===== src/rtl/decode_stage.sv =====
// decode_stage: decode/issue stage sitting directly behind fetch.
//
// Ports
//   clock, reset          rising-edge clock, asynchronous active-high reset
//   f_valid, f_pc, f_op,  fetch fields for the instruction presented this cycle
//   f_rs1, f_rs2, f_rd,
//   f_imm
//   d_ready               instruction accepted this cycle (fetch advances)
//   br_en, br_addr        taken-BEQ redirect; combinational, meaningful with d_ready
//   e_valid / e_ready     issue register handshake towards execute
//   e_op, e_rd, e_wen,    issued opcode, destination, write enable,
//   e_rs1_val, e_rs2_val, operand values and sign-extended immediate
//   e_imm
//   wb_en, wb_rd, wb_data writeback port into the register file
//
// Handshake: the issue register transfers to execute on a cycle where
// e_valid && e_ready. It may accept a new instruction in that same cycle,
// so back-to-back issue runs at one instruction per clock. e_valid never
// drops without a transfer or a reset.
module decode_stage #(
   parameter int XLEN = 32,
   parameter int NREG = 32
) (
   input  logic            clock,
   input  logic            reset,
   input  logic            f_valid,
   input  logic [XLEN-1:0] f_pc,
   input  logic [6:0]      f_op,
   input  logic [4:0]      f_rs1,
   input  logic [4:0]      f_rs2,
   input  logic [4:0]      f_rd,
   input  logic [11:0]     f_imm,
   output logic            d_ready,
   output logic            br_en,
   output logic [XLEN-1:0] br_addr,
   output logic            e_valid,
   input  logic            e_ready,
   output logic [6:0]      e_op,
   output logic [4:0]      e_rd,
   output logic            e_wen,
   output logic [XLEN-1:0] e_rs1_val,
   output logic [XLEN-1:0] e_rs2_val,
   output logic [XLEN-1:0] e_imm,
   input  logic            wb_en,
   input  logic [4:0]      wb_rd,
   input  logic [XLEN-1:0] wb_data
);

   localparam logic [6:0] OPC_OP     = 7'b0110011;
   localparam logic [6:0] OPC_IMM    = 7'b0010011;
   localparam logic [6:0] OPC_LOAD   = 7'b0000011;
   localparam logic [6:0] OPC_STORE  = 7'b0100011;
   localparam logic [6:0] OPC_BRANCH = 7'b1100011;

   // architectural state
   logic [XLEN-1:0] rf_q [NREG];
   logic [XLEN-1:0] rf_d [NREG];
   logic [NREG-1:0] pend_q, pend_d;

   // issue register
   logic            e_valid_q, e_valid_d;
   logic [6:0]      e_op_q, e_op_d;
   logic [4:0]      e_rd_q, e_rd_d;
   logic            e_wen_q, e_wen_d;
   logic [XLEN-1:0] e_rs1_val_q, e_rs1_val_d;
   logic [XLEN-1:0] e_rs2_val_q, e_rs2_val_d;
   logic [XLEN-1:0] e_imm_q, e_imm_d;

   // decode results
   logic            use_rs1, use_rs2, wr_cls, is_br, wen_dec;
   logic [XLEN-1:0] imm_dec, br_off;
   logic [XLEN-1:0] rs1_val, rs2_val;
   logic            busy1, busy2, waw, full, stall, issue_load;

   always_comb begin
      use_rs1 = 1'b0;
      use_rs2 = 1'b0;
      wr_cls  = 1'b0;
      is_br   = 1'b0;
      imm_dec = '0;
      br_off  = '0;
      case (f_op)
         OPC_OP: begin
            use_rs1 = 1'b1;
            use_rs2 = 1'b1;
            wr_cls  = 1'b1;
         end
         OPC_IMM, OPC_LOAD: begin
            use_rs1 = 1'b1;
            wr_cls  = 1'b1;
            imm_dec = {{(XLEN-12){f_imm[11]}}, f_imm};
         end
         OPC_STORE: begin
            use_rs1 = 1'b1;
            use_rs2 = 1'b1;
            imm_dec = {{(XLEN-12){f_imm[11]}}, f_imm[11:5], f_rd};
         end
         OPC_BRANCH: begin
            use_rs1 = 1'b1;
            use_rs2 = 1'b1;
            is_br   = 1'b1;
            br_off  = {{(XLEN-13){f_imm[11]}}, f_imm[11], f_rd[0],
                       f_imm[10:5], f_rd[4:1], 1'b0};
         end
         default: ; // unknown opcodes issue as NOPs
      endcase
      // x0 is never a real destination
      wen_dec = wr_cls && (f_rd != 5'd0);
   end

   // Register read with same-cycle writeback bypass; x0 reads zero.
   always_comb begin
      rs1_val = (f_rs1 == 5'd0) ? '0 :
                (wb_en && wb_rd == f_rs1) ? wb_data : rf_q[f_rs1];
      rs2_val = (f_rs2 == 5'd0) ? '0 :
                (wb_en && wb_rd == f_rs2) ? wb_data : rf_q[f_rs2];
   end

   // Hazards. A pending register being written back this cycle is not a
   // hazard because the bypass supplies its value. pend_q[0] is never set.
   always_comb begin
      busy1      = use_rs1 && pend_q[f_rs1] && !(wb_en && wb_rd == f_rs1);
      busy2      = use_rs2 && pend_q[f_rs2] && !(wb_en && wb_rd == f_rs2);
      waw        = wen_dec && pend_q[f_rd] && !(wb_en && wb_rd == f_rd);
      // branches resolve here and need no issue slot
      full       = e_valid_q && !e_ready && !is_br;
      stall      = f_valid && (busy1 || busy2 || waw || full);
      d_ready    = f_valid && !stall;
      br_en      = d_ready && is_br && (rs1_val == rs2_val);
      br_addr    = f_pc + br_off;
      issue_load = d_ready && !is_br;
   end

   always_comb begin
      rf_d = rf_q;
      if (wb_en && wb_rd != 5'd0) rf_d[wb_rd] = wb_data;

      // clear before set so a same-cycle set on the same register wins
      pend_d = pend_q;
      if (wb_en) pend_d[wb_rd] = 1'b0;
      if (issue_load && wen_dec) pend_d[f_rd] = 1'b1;

      e_valid_d   = e_valid_q;
      e_op_d      = e_op_q;
      e_rd_d      = e_rd_q;
      e_wen_d     = e_wen_q;
      e_rs1_val_d = e_rs1_val_q;
      e_rs2_val_d = e_rs2_val_q;
      e_imm_d     = e_imm_q;
      if (issue_load) begin
         e_valid_d   = 1'b1;
         e_op_d      = f_op;
         e_rd_d      = f_rd;
         e_wen_d     = wen_dec;
         e_rs1_val_d = use_rs1 ? rs1_val : '0;
         e_rs2_val_d = use_rs2 ? rs2_val : '0;
         e_imm_d     = imm_dec;
      end else if (e_ready) begin
         e_valid_d = 1'b0;
      end
   end

   always_ff @(posedge clock or posedge reset) begin
      if (reset) begin
         for (int i = 0; i < NREG; i++) rf_q[i] <= '0;
         pend_q      <= '0;
         e_valid_q   <= 1'b0;
         e_op_q      <= '0;
         e_rd_q      <= '0;
         e_wen_q     <= 1'b0;
         e_rs1_val_q <= '0;
         e_rs2_val_q <= '0;
         e_imm_q     <= '0;
      end else begin
         for (int i = 0; i < NREG; i++) rf_q[i] <= rf_d[i];
         pend_q      <= pend_d;
         e_valid_q   <= e_valid_d;
         e_op_q      <= e_op_d;
         e_rd_q      <= e_rd_d;
         e_wen_q     <= e_wen_d;
         e_rs1_val_q <= e_rs1_val_d;
         e_rs2_val_q <= e_rs2_val_d;
         e_imm_q     <= e_imm_d;
      end
   end

   assign e_valid   = e_valid_q;
   assign e_op      = e_op_q;
   assign e_rd      = e_rd_q;
   assign e_wen     = e_wen_q;
   assign e_rs1_val = e_rs1_val_q;
   assign e_rs2_val = e_rs2_val_q;
   assign e_imm     = e_imm_q;

endmodule

===== config.mk =====
export PLATFORM = sky130hd
export DESIGN_NAME = decode_stage
export DESIGN_NICKNAME = d
export VERILOG_FILES = /design/src/rtl/decode_stage.sv
export SDC_FILE = /design/constraint.sdc
export NUM_CORES = 2
export LEC_CHECK = 0
export CELL_PAD_IN_SITES_DETAIL_PLACEMENT = 1
export CELL_PAD_IN_SITES_GLOBAL_PLACEMENT = 2
export CORE_MARGIN = 2
export CORE_UTILIZATION = 30
export DETAILED_ROUTE_END_ITERATION = 16
export GPL_TIMING_DRIVEN = 0
export PLACE_DENSITY_LB_ADDON = 0.12
export REMOVE_ABC_BUFFERS = 1
export SLEW_MARGIN = 20
export SYNTH_ARGS = -nofsm -noshare
export SYNTH_HDL_FRONTEND = slang
export SYNTH_SLANG_ARGS = --single-unit

===== constraint.sdc =====
create_clock -name clock -period 34.3 [get_ports clock]
set_input_delay 3.43 -clock clock [delete_from_list [all_inputs] [get_ports clock]]
set_output_delay 3.43 -clock clock [all_outputs]
set_load 0.005 [all_outputs]

==> summary by stage <==
Synth
After synthesis, the most frequently instantiated cells are sky130_fd_sc_hd__dfrtp_1 (1146), sky130_fd_sc_hd__mux2_2 (1014), sky130_fd_sc_hd__mux4_2 (579). Synthesis produced approximately 4300 cells. The number of different library cells used by synthesis comes to 78.

Counting flops and latches in the post-synthesis netlist gives approximately 1100. Among all cell types in the netlist, the one instantiated most often is sky130_fd_sc_hd__dfrtp_1. The dominant register cell in the synthesized netlist is sky130_fd_sc_hd__dfrtp_1. The largest total area in the synthesized netlist belongs to sky130_fd_sc_hd__dfrtp_1.

The netlist area before placement is 62430 µm². The count of flip-flops with a built-in enable after synthesis is 0. The Yosys warning count is 0.

The synthesized area per cell is ~14 µm². After synthesis, the share of flip-flops with an asynchronous set or reset is 1.000. In the post-synthesis netlist, the biggest area contributors are sky130_fd_sc_hd__dfrtp_1 (46%), sky130_fd_sc_hd__mux4_2 (21%), sky130_fd_sc_hd__mux2_2 (18%).

The share of synthesized area in the top cell type comes to 0.4593. The portion of the post-synthesis area used by sequential elements is 0.4593.

STA
The number of max-slew violations in the final report is 0. Based on the critical path, the design can be clocked at up to roughly 0.075 GHz. Setup repair after global routing left no endpoint under its margin. The final critical delay including setup and external delays is 13.28 ns. Measured against its own limit, the worst slew margin works out to 0.2615. The final worst-path cycle share is 0.3871. After routing, the total negative slack on setup checks comes to 0 ns. The number of endpoints with negative hold slack in the final report is 0. After layout, the worst setup slack is 21.02 ns. Setup violations remaining at the end of the flow were counted as 0. On the final layout, the worst clock skew is 0.03227 ns. The worst-margin pin slew is 1.105 ns.

Clock network
The longest clock path from root to sink contains 3 buffers. Once the clock tree was built, the setup fixing pass inserted 0 buffers. The master cell of the clock root buffer is sky130_fd_sc_hd__clkbuf_16. Clock-pin slew was measured on the worst setup and hold paths at 0.05 ns. TritonCTS built the clock tree. The TritonCTS buffer count is about 150. The clock sink count is 1146.

CTS built an H-tree with a depth of 4. Buffers inserted to repair hold after CTS numbered 0. The later pin in the worst-skew pair is clocked with a latency of 0.80 ns. The count of cells resized by post-cts repair is 0.

Setup path
The critical path starts at wb_rd[1]. STA puts the critical path data required time at 30.87 ns. In this run the critical register-to-register path is captured at pend_q[11]$_DFF_PP0_. The last element of the critical path is br_en. The count of cells along the worst register-to-register path is 9.

The kind of critical path is in2out. STA classifies the critical path endpoint as a primary output. The element type at the critical path start is a primary input. In this run the worst path has a maximum fanout of 13. The worst register-to-register path has a setup slack of around 31 ns. In this run the critical register-to-register path is launched from pend_q[5]$_DFF_PP0_.

The arrival time reported for the critical path endpoint is 9.85 ns.

Power
Power spread over the standard cell area amounts to 56.20 nW/µm². For this design the static power due to leakage is 30.80 nW. Across the VDD grid, the largest voltage drop is 0.05516 mV.

Floorplanning
The number of primary I/O pins is 252. The overall die area is about 210000 µm². The die boundary height is 460.2 µm. The starting density of the core is 0.3015. The placeable core area is 207100 µm². The floorplan row count is approximately 170. The width of the die is roughly 460 µm.

GRT
The number of global-route vias before repair is 43656. The pin count of the biggest net entering global routing is 97. The first-pass GRT wire length is roughly 350000 µm.

The number of antenna violations at the first check in global routing is 15. The overall global routing resource usage is 0.2286. The residual overflow from global routing is 0.

Flow run
The max-capacitance violation count is 0.

Place
The total half-perimeter wirelength after legalization and detailed placement is about 160000 µm. Before CTS, the worst setup slack after placement is roughly 21 ns. Port buffering added between 200 and 250 buffers. The final weighted congestion of routability-driven global placement is 0.7205.

Status
The flow ran to the end, and the final reports show no timing, DRC or antenna violations.

Routing
Dividing the detail-routed wire length by the instance count gives ~33 µm. Using the TritonRoute via totals, the vias-per-cell ratio works out to 5.541. The detail route stage leaves a number of antenna-violating nets equal to 0. The pre-antenna-repair detailed-routing pass consisted of 5 iterations. The number of remaining DRC errors is 0. Wires add up to 240500 µm. The via total after detailed routing is 40286. The detailed router finished its first iteration with 2777 violations.

Finish
For this run, the share of the core covered by cells in the final layout is 0.3586. The filler cells instantiated in the layout total 21021. Compared with the post-synthesis result, the final layout area differs by 18.94%. In the final design database the tool counted approximately 4500 nets. The share of final-layout standard cells stronger than drive strength 1 is 0.4632.

Min path
The class of the most critical hold timing path is reg2reg.
## worst max-delay path, cell delays in order
cell	delay [ns]
sky130_fd_sc_hd__clkdlybuf4s50_1	0.81
sky130_fd_sc_hd__xnor2_1	0.19
sky130_fd_sc_hd__nand2_1	0.66
sky130_fd_sc_hd__o21ai_4	0.82
sky130_fd_sc_hd__buf_16	0.25
sky130_fd_sc_hd__o22ai_1	0.08
sky130_fd_sc_hd__or3_1	0.45
sky130_fd_sc_hd__xnor2_1	0.84
sky130_fd_sc_hd__nand4_1	0.53
sky130_fd_sc_hd__or4_1	0.57
sky130_fd_sc_hd__nor4_2	0.51
sky130_fd_sc_hd__clkdlybuf4s50_1	0.63
## cell usage in the layout, fill, tap and decap left out, drive strengths merged, types with 11 or more instances in the layout
cell,Yosys,layout
dfrtp,1146,1146
mux2,1019,1019
mux4,579,579
nand2,227,227
clkbuf,280,217
clkdlybuf4s50,0,206
buf,202,177
o21ai,105,105
mux2i,94,94
a22oi,76,76
nor2,71,71
xnor2,52,52
o31ai,39,39
a21oi,36,36
nor3,35,35
o22ai,34,34
clkinv,1,28
a211oi,25,25
and2,25,25
xor2,23,23
or3,21,21
inv,13,20
nor2b,19,19
nand3,14,14
o211ai,13,13
nand4,12,12
ha,11,11
nor4,11,11
## worst min-delay path by stage
stage	from	endpoint	cells after the start
2_1_floorplan	rf_q[1000]$_DFFE_PP0P_	rf_q[1000]$_DFFE_PP0P_	0
3_3_place_gp	rf_q[998]$_DFFE_PP0P_	rf_q[998]$_DFFE_PP0P_	0
3_5_place_dp	rf_q[1001]$_DFFE_PP0P_	rf_q[1001]$_DFFE_PP0P_	0
4_1_cts	rf_q[1017]$_DFFE_PP0P_	rf_q[1017]$_DFFE_PP0P_	0
5_1_grt	rf_q[996]$_DFFE_PP0P_	rf_q[996]$_DFFE_PP0P_	0
6_report	rf_q[1003]$_DFFE_PP0P_	rf_q[1003]$_DFFE_PP0P_	0
## flip-flops by register name, indices dropped and copies added, names as in the netlist
signal	cells
rf_q	1024
e_rs1_val	32
e_rs2_val	32
pend_q	32
e_imm	12
e_op	7
e_rd	5
e_valid	1
e_wen	1
## where the power goes
part	switching, mW	internal (mW)
Sequential	0.167	1.59
Combinational	0.357	0.488
Clock	0.640	0.936
Total	1.16	3.01
## metal layers
metal / wire length, µm / part of all wire / track usage / vias to the layer above
met2: 119300 / 0.50 / 0.3869 / 910
met4: 5451 / 0.023 / 0.05663 / 10
met5: 60 / 0.00025 / 0 / -
met3: 9738 / 0.040 / 0.03099 / 273
li1: - / - / - / 16703
met1: 105900 / 0.44 / 0.3086 / 22390
## cells by family (layout without fill, tap and decap cells)
kind of cell	after synthesis	count (layout)	synth area share
buf+inv	496	656	0.03778
flops	1146	1146	0.4593
simple gates	491	491	0.03784
mux	1692	1692	0.4077
compound gates	408	408	0.04427
other cells	0	2	0
xor+xnor	75	75	0.01052
fa+ha+maj	12	12	0.002525
## layout make-up
type,count,area (µm²),share of cell area
Clock inverter,42,473.0,0.006369
Multi-Input combinational cell,2678,31800,0.4282
Tap cell,2788,3488,0.04697
Sequential cell,1146,28680,0.3862
Clock buffer,217,4378,0.05895
Inverter,14,60.06,0.0008087
Timing Repair Buffer,383,5376,0.07240
Antenna cell,2,5.005,0.00006740
## through the flow
step / std cells / hold slack (ns) / area (µm²) / total power [mW]
floorplan: 3838 / 0.3653 / 60130 / 2.293
global placement: 6875 / 0.3767 / 66110 / 2.704
detailed placement: 7009 / 0.3833 / 69470 / 2.627
CTS: 7268 / 0.3955 / 74320 / 4.230
global route: 7269 / 0.4112 / 74260 / 4.366
finish: 7270 / 0.3901 / 74260 / 4.173
(Power assumes the default switching activity.)
